$ cat src/rtl/cwt_pkg.sv
// -----------------------------------------------------------------------------
// cwt_pkg
// Shared types and width helpers for the CWT accumulator slice.
//   state_t        : accumulator FSM states (IDLE, ACC, HOLD)
//   cnt_w_of()     : tap-counter width for a given TAPS
//   acc_w_of()     : accumulator width for a given BITS/TAPS, sized so a full
//                    run of TAPS extreme samples can never wrap
//   sat_hi/sat_lo(): two's-complement bounds of a BITS-wide result
// -----------------------------------------------------------------------------
package cwt_pkg;

    typedef enum logic [1:0] {
        IDLE = 2'd0,
        ACC  = 2'd1,
        HOLD = 2'd2
    } state_t;

    function automatic int cnt_w_of(input int taps);
        return $clog2(taps);
    endfunction

    function automatic int acc_w_of(input int bits, input int taps);
        return bits + $clog2(taps);
    endfunction

    // Widths for the default configuration (BITS=16, TAPS=32).
    localparam int DEF_CNT_W = cnt_w_of(32);
    localparam int DEF_ACC_W = acc_w_of(16, 32);

    function automatic longint sat_hi(input int bits);
        return (longint'(1) <<< (bits - 1)) - 64'sd1;
    endfunction

    function automatic longint sat_lo(input int bits);
        return -(longint'(1) <<< (bits - 1));
    endfunction

endpackage

$ cat src/rtl/cwt_sat_shift.sv
// -----------------------------------------------------------------------------
// cwt_sat_shift
// Purely combinational scale-and-saturate stage: arithmetic right shift of the
// wide accumulator sum by SHIFT, then clamp into the signed BITS range.
//   sum  in  ACC_W  signed accumulated value
//   sat  out BITS   shifted, saturated result
//   ovf  out 1      shifted value fell outside the BITS range and was clamped
// -----------------------------------------------------------------------------
module cwt_sat_shift
    import cwt_pkg::*;
#(
    parameter int BITS  = 16,
    parameter int ACC_W = 21,
    parameter int SHIFT = 0
) (
    input  logic signed [ACC_W-1:0] sum,
    output logic        [BITS-1:0]  sat,
    output logic                    ovf
);

    localparam logic signed [ACC_W-1:0] HI = ACC_W'(sat_hi(BITS));
    localparam logic signed [ACC_W-1:0] LO = ACC_W'(sat_lo(BITS));

    logic signed [ACC_W-1:0] shifted;

    assign shifted = sum >>> SHIFT;

    // NOTE: every output gets a default before the if-chain so no path leaves
    // it unassigned -- otherwise synthesis infers a latch.
    always_comb begin
        sat = shifted[BITS-1:0];
        ovf = 1'b0;
        if (shifted > HI) begin
            sat = HI[BITS-1:0];
            ovf = 1'b1;
        end else if (shifted < LO) begin
            sat = LO[BITS-1:0];
            ovf = 1'b1;
        end
    end

endmodule

$ cat src/rtl/cwt_accumulator.sv
// -----------------------------------------------------------------------------
// cwt_accumulator
// Accumulates TAPS signed wavelet-product samples into one CWT coefficient,
// scales it by an arithmetic right shift and saturates it back to BITS.
//   clk        in   rising-edge clock
//   rst        in   asynchronous, active-low reset
//   start      in   single-cycle request to begin a coefficient
//   in_valid   in   in_data valid
//   in_data    in   BITS signed sample
//   in_ready   out  sample accepted this cycle (ACC state)
//   out_valid  out  out_data holds a finished coefficient
//   out_data   out  BITS signed, scaled, saturated coefficient
//   out_ready  in   consumer accepts out_data
//   busy       out  high in ACC or HOLD
//   ovf_flag   out  coefficient was saturated (meaningful while out_valid)
// -----------------------------------------------------------------------------
module cwt_accumulator
    import cwt_pkg::*;
#(
    parameter int BITS  = 16,
    parameter int TAPS  = 32,
    parameter int SHIFT = 0
) (
    input  logic            clk,
    input  logic            rst,
    input  logic            start,
    input  logic            in_valid,
    input  logic [BITS-1:0] in_data,
    output logic            in_ready,
    output logic            out_valid,
    output logic [BITS-1:0] out_data,
    input  logic            out_ready,
    output logic            busy,
    output logic            ovf_flag
);

    localparam int CNT_W = cnt_w_of(TAPS);
    localparam int ACC_W = acc_w_of(BITS, TAPS);

    state_t                  state, state_next;
    logic signed [ACC_W-1:0] acc;
    logic signed [ACC_W-1:0] acc_next;
    logic        [CNT_W-1:0] cnt;
    logic                    xfer;
    logic                    last_tap;
    logic        [BITS-1:0]  sat_value;
    logic                    sat_ovf;

    assign in_ready = (state == ACC);
    assign busy     = (state != IDLE);
    assign xfer     = in_valid && in_ready;
    assign last_tap = (cnt == CNT_W'(TAPS - 1));
    assign acc_next = acc + {{CNT_W{in_data[BITS-1]}}, in_data};

    // Scale/saturate the sum that includes the tap being accepted, so the
    // result is registered on the same edge as the last transfer.
    cwt_sat_shift #(
        .BITS  (BITS),
        .ACC_W (ACC_W),
        .SHIFT (SHIFT)
    ) u_sat_shift (
        .sum (acc_next),
        .sat (sat_value),
        .ovf (sat_ovf)
    );

    // NOTE: state and datapath registers use non-blocking assignments so every
    // flop samples pre-edge values regardless of statement order.
    always_ff @(posedge clk or negedge rst) begin
        if (!rst) state <= IDLE;
        else      state <= state_next;
    end

    always_comb begin
        state_next = state;
        unique case (state)
            IDLE:    if (start) state_next = ACC;
            ACC:     if (xfer && last_tap) state_next = HOLD;
            HOLD:    if (out_ready) state_next = start ? ACC : IDLE;
            default: state_next = IDLE;
        endcase
    end

    // NOTE: everything here is a plain register (no memory), so all of it is
    // cleared by the async reset; a reset mid-run drops the partial sum.
    always_ff @(posedge clk or negedge rst) begin
        if (!rst) begin
            acc       <= '0;
            cnt       <= '0;
            out_valid <= 1'b0;
            out_data  <= '0;
            ovf_flag  <= 1'b0;
        end else begin
            unique case (state)
                IDLE: begin
                    if (start) begin
                        acc      <= '0;
                        cnt      <= '0;
                        ovf_flag <= 1'b0;
                    end
                end
                ACC: begin
                    if (xfer) begin
                        acc <= acc_next;
                        if (last_tap) begin
                            cnt       <= '0;
                            out_data  <= sat_value;
                            out_valid <= 1'b1;
                            ovf_flag  <= sat_ovf;
                        end else begin
                            cnt <= cnt + CNT_W'(1);
                        end
                    end
                end
                HOLD: begin
                    // A start without out_ready is dropped; with out_ready it
                    // launches the next coefficient with no idle bubble.
                    if (out_ready) begin
                        out_valid <= 1'b0;
                        if (start) begin
                            acc      <= '0;
                            cnt      <= '0;
                            ovf_flag <= 1'b0;
                        end
                    end
                end
                default: ;
            endcase
        end
    end

endmodule

$ cat config.mk
export PLATFORM = sky130hd
export DESIGN_NAME = cwt_accumulator
export DESIGN_NICKNAME = d
export VERILOG_FILES = /design/src/rtl/cwt_pkg.sv /design/src/rtl/cwt_sat_shift.sv /design/src/rtl/cwt_accumulator.sv
export SDC_FILE = /design/constraint.sdc
export NUM_CORES = 1
export LEC_CHECK = 0
export BUFFER_PORTS_ARGS = -buffer_cell sky130_fd_sc_hd__buf_2
export CAP_MARGIN = 10
export CORE_MARGIN = 5
export CORE_UTILIZATION = 52
export CTS_CLUSTER_DIAMETER = 200
export CTS_CLUSTER_SIZE = 10
export DETAILED_ROUTE_END_ITERATION = 12
export PLACE_DENSITY = 0.76
export SLEW_MARGIN = 20
export SYNTH_ARGS = -nofsm -noshare
export SYNTH_HDL_FRONTEND = slang
export SYNTH_HIERARCHICAL = 1
export SYNTH_SLANG_ARGS = --single-unit
$ cat constraint.sdc
create_clock -name clk -period 3 [get_ports clk]
set_input_delay 0.3 -clock clk [delete_from_list [all_inputs] [get_ports clk]]
set_output_delay 0.3 -clock clk [all_outputs]
set_load 0.01 [all_outputs]
==> out/results.ini <==
[run_status]
status = complete, but fails checks
violations = negative hold slack, negative setup slack

[floorplan]
die-area_sq_um = 7487
io_pins = 41
die_x_um = 86.53
initial_core_util_pct = 54.31
core_area_sq_um = 5608
placement_rows = 27
dieHeight_um = 86.53

[route]
dr.pass1.iters = 4
wl_per_cell_um = 16.59
detail-route-antenna-nets = 0
vias_per_cell = 5.778
wirelength_mm = 7.631
via_count = 2658
drt_iter0_markers = 170
drc = 0

[setup_path]
rr_worst_depth = 14
regToRegStartpoint = acc[0]$_DFFE_PN0P_
crit_path_end = out_data[8]$_DFFE_PN0P_
rr_endpoint = out_data[8]$_DFFE_PN0P_
startpoint_type = flip-flop
crit_start = acc[0]$_DFFE_PN0P_
end_kind = flip-flop
worstSetupPathType = reg2reg
critPathMaxFanout = 15
r2r_setup_slack_ns = -0.16
critPathArrivalTime_ns = 3.35
cp.required_ns = 3.19

[cells_and_area]
fillers = 447
diodes = 0
fin_area_sq_um = 3835
drive_above_1_share_pct = 35.31
final_cells = 460
syn_to_final_growth_pct = 25.92
final_nets = 432

[synth]
yosys-top-cells-area = dfrtp_1 (38%), ha_1 (9.0%), mux2_2 (5.9%)
synth.avg_cell_area_sq_um = 9.920
synth.distinct_cells = 52
yosysTopAreaCell = dfrtp_1
ys_ff_latch = 46
ys_seq_area_share_pct = 37.80
syn_inst = 307
synth_nets = 351
ys_warn_count = 6
yosys.area_share.simple_pct = 13.27
synth_mux_area_share_pct = 6.245
synth-xor-area-share_pct = 5.711
syn-cell-area_sq_um = 3045
synth_top_family_by_area = compound AO/OA/AOI/OAI gates
synth_fa_ha_area_share_pct = 9.696
synth_compound_area_share_pct = 23.91
yosysTopAreaCellShare_pct = 37.80
synth_edf_count = 0
netlist_top_cells_count = dfrtp_1 (46), nand2_1 (31), ha_1 (22)
synth_most_common_cell = dfrtp_1
ys_async_sr_fraction_pct = 100.0
ys.flop_type = dfrtp_1

[placed_design]
pre_cts_ws_ns = -0.2787
dpl_cell_area_sq_um = 3606
gp_congestion = 0.9642
dpl.cell_count = 449
numPortBuffers = 40
hpwl_mm = 5.598

[power_and_ir_drop]
cellLeakagePower_nw = 1.939
ir_drop_v = 0.0006078
p_comb_share_pct = 69.9
power.total_mw = 4.287
p_int_mw = 2.433
p_per_area_nw_per_um2 = 1118
swShare_pct = 43.23
power_frac_seq_pct = 21.2
pwr-share-clk_pct = 9.0
p_sw_mw = 1.853

[hold_path]
hold_path.class = in2async

[timing]
fin_crit_sh_pct = 105.3
fmax_mhz = 316.7
fin_crit_ns = 3.158
final_hold_viol_count = 4
max_slew_margin_pct = 48.70
rsz0062_at_grt = true
holdWs_ns = -0.001340
finalMaxSlewViolations = 0
tightest_slew_ns = 0.7695
setup_violations = 15
skew_ns = 0.004902
setup_slack_ns = -0.1579

[run]
cap_viol_max_count = 0

[clock_tree]
cts_sinks = 46
path_clk_slew_ns = 0.09
cts-buffers-inserted = 5
cts_root_buffer = clkbuf_8
clk_path_buf_depth = 2
cts_tree = built
clock_latency_ns = 0.30
h-tree-depth = 2

[global_routing]
grt_pass1_vias = 2742
gr-total-overflow = 0
grt.total_usage_pct = 21.36
grt_start_max_net_pins = 47
antenna_found_initial = 0
grt_pass1_wl_mm = 12.93

[sequential cells by signal (all words and copies together) (netlist names)]
register and cells:
acc 21, out_data 16, cnt 5, state 2
out_valid 1, ovf_flag 1
[placed cells by master, fill, tap and decap left out, drive strengths merged, types with 14 or more instances in the layout]
cell type,n
a21oi,14
a22o,14
buf,85
dfrtp,46
ha,22
mux2,16
nand2,31
nor2,16
o21a,20
o21ai,22
[worst max-delay path, stage by stage (launching register included)]
cell	delay, ns
dfrtp_1	0.36
ha_2	0.19
inv_2	0.04
fa_2	0.34
and2b_2	0.27
o2111ai_4	0.14
a211oi_4	0.33
nor4b_4	0.09
o21ai_2	0.20
xnor2_2	0.13
xnor2_2	0.27
a21oi_2	0.08
buf_12	0.16
o21a_1	0.17
mux2_2	0.27
[final cells by class]
| type | count | area, sq um | area share [%] |
|---|---|---|---|
| tap | 72 | 90.09 | 2.349 |
| clock inverter | 1 | 7.507 | 0.1958 |
| sequential | 46 | 1151 | 30.02 |
| clock buffer | 6 | 72.57 | 1.892 |
| multi-input combinational | 239 | 1903 | 49.62 |
| inverter | 11 | 41.29 | 1.077 |
| timing repair buffer | 85 | 569.3 | 14.85 |
[per-stage QoR]
step,setup TNS (ns),hold WS (ns),util [%]
finish,-1.839,-0.001340,68.38
global route,-3.832,0.05717,68.38
CTS,-2.198,0.2366,66.67
detailed placement,-4.058,0.4745,64.30
global placement,-4.041,0.4619,64.30
floorplan,0,0.004409,-
[routing by layer]
metal | track usage, % | vias to the layer above | wire (um)
met1 | 29.05 | 1288 | 3388
met5 | 0 | - | 0
met3 | 2.186 | 18 | 349
met4 | 7.224 | 0 | 142
met2 | 35.54 | 78 | 3751
li1 | - | 1274 | -
[worst min-delay path by stage]
stage / cells past startpoint / start / to
6_report: 1 / rst / acc[15]$_DFFE_PN0P_
5_1_grt: 1 / rst / acc[16]$_DFFE_PN0P_
4_1_cts: 1 / rst / acc[13]$_DFFE_PN0P_
3_5_place_dp: 2 / out_valid$_DFFE_PN0P_ / out_valid$_DFFE_PN0P_
3_3_place_gp: 2 / out_valid$_DFFE_PN0P_ / out_valid$_DFFE_PN0P_
2_1_floorplan: 0 / rst / acc[0]$_DFFE_PN0P_
[logic make-up (layout without fill, tap and decap cells)]
group           count (synthesis)  after routing
compound gates                 97             97
simple gates                   83             83
flops                          46             46
fa+ha+maj                      23             23
buf+inv                        22            103
xor+xnor                       19             19
mux                            17             17
[repair_timing]
item	4_1_cts	5_1_grt
hold buffers	0	0
endpoints found under the setup margin	16	17
resized for setup	4	18
buffers inserted	2	3
pin swaps	7	13
[power by group through the flow]
stage          clock network [mW]  registers (mW)  logic, mW
6_report                    0.384           0.908       2.99
4_1_cts                     0.386           0.903       2.82
5_1_grt                     0.414           0.931       3.26
2_1_floorplan                   0           0.887       1.88
3_3_place_gp                    0           0.904       2.58
3_5_place_dp                    0           0.913       2.66
No activity file was read; power rests on OpenSTA's default activity.
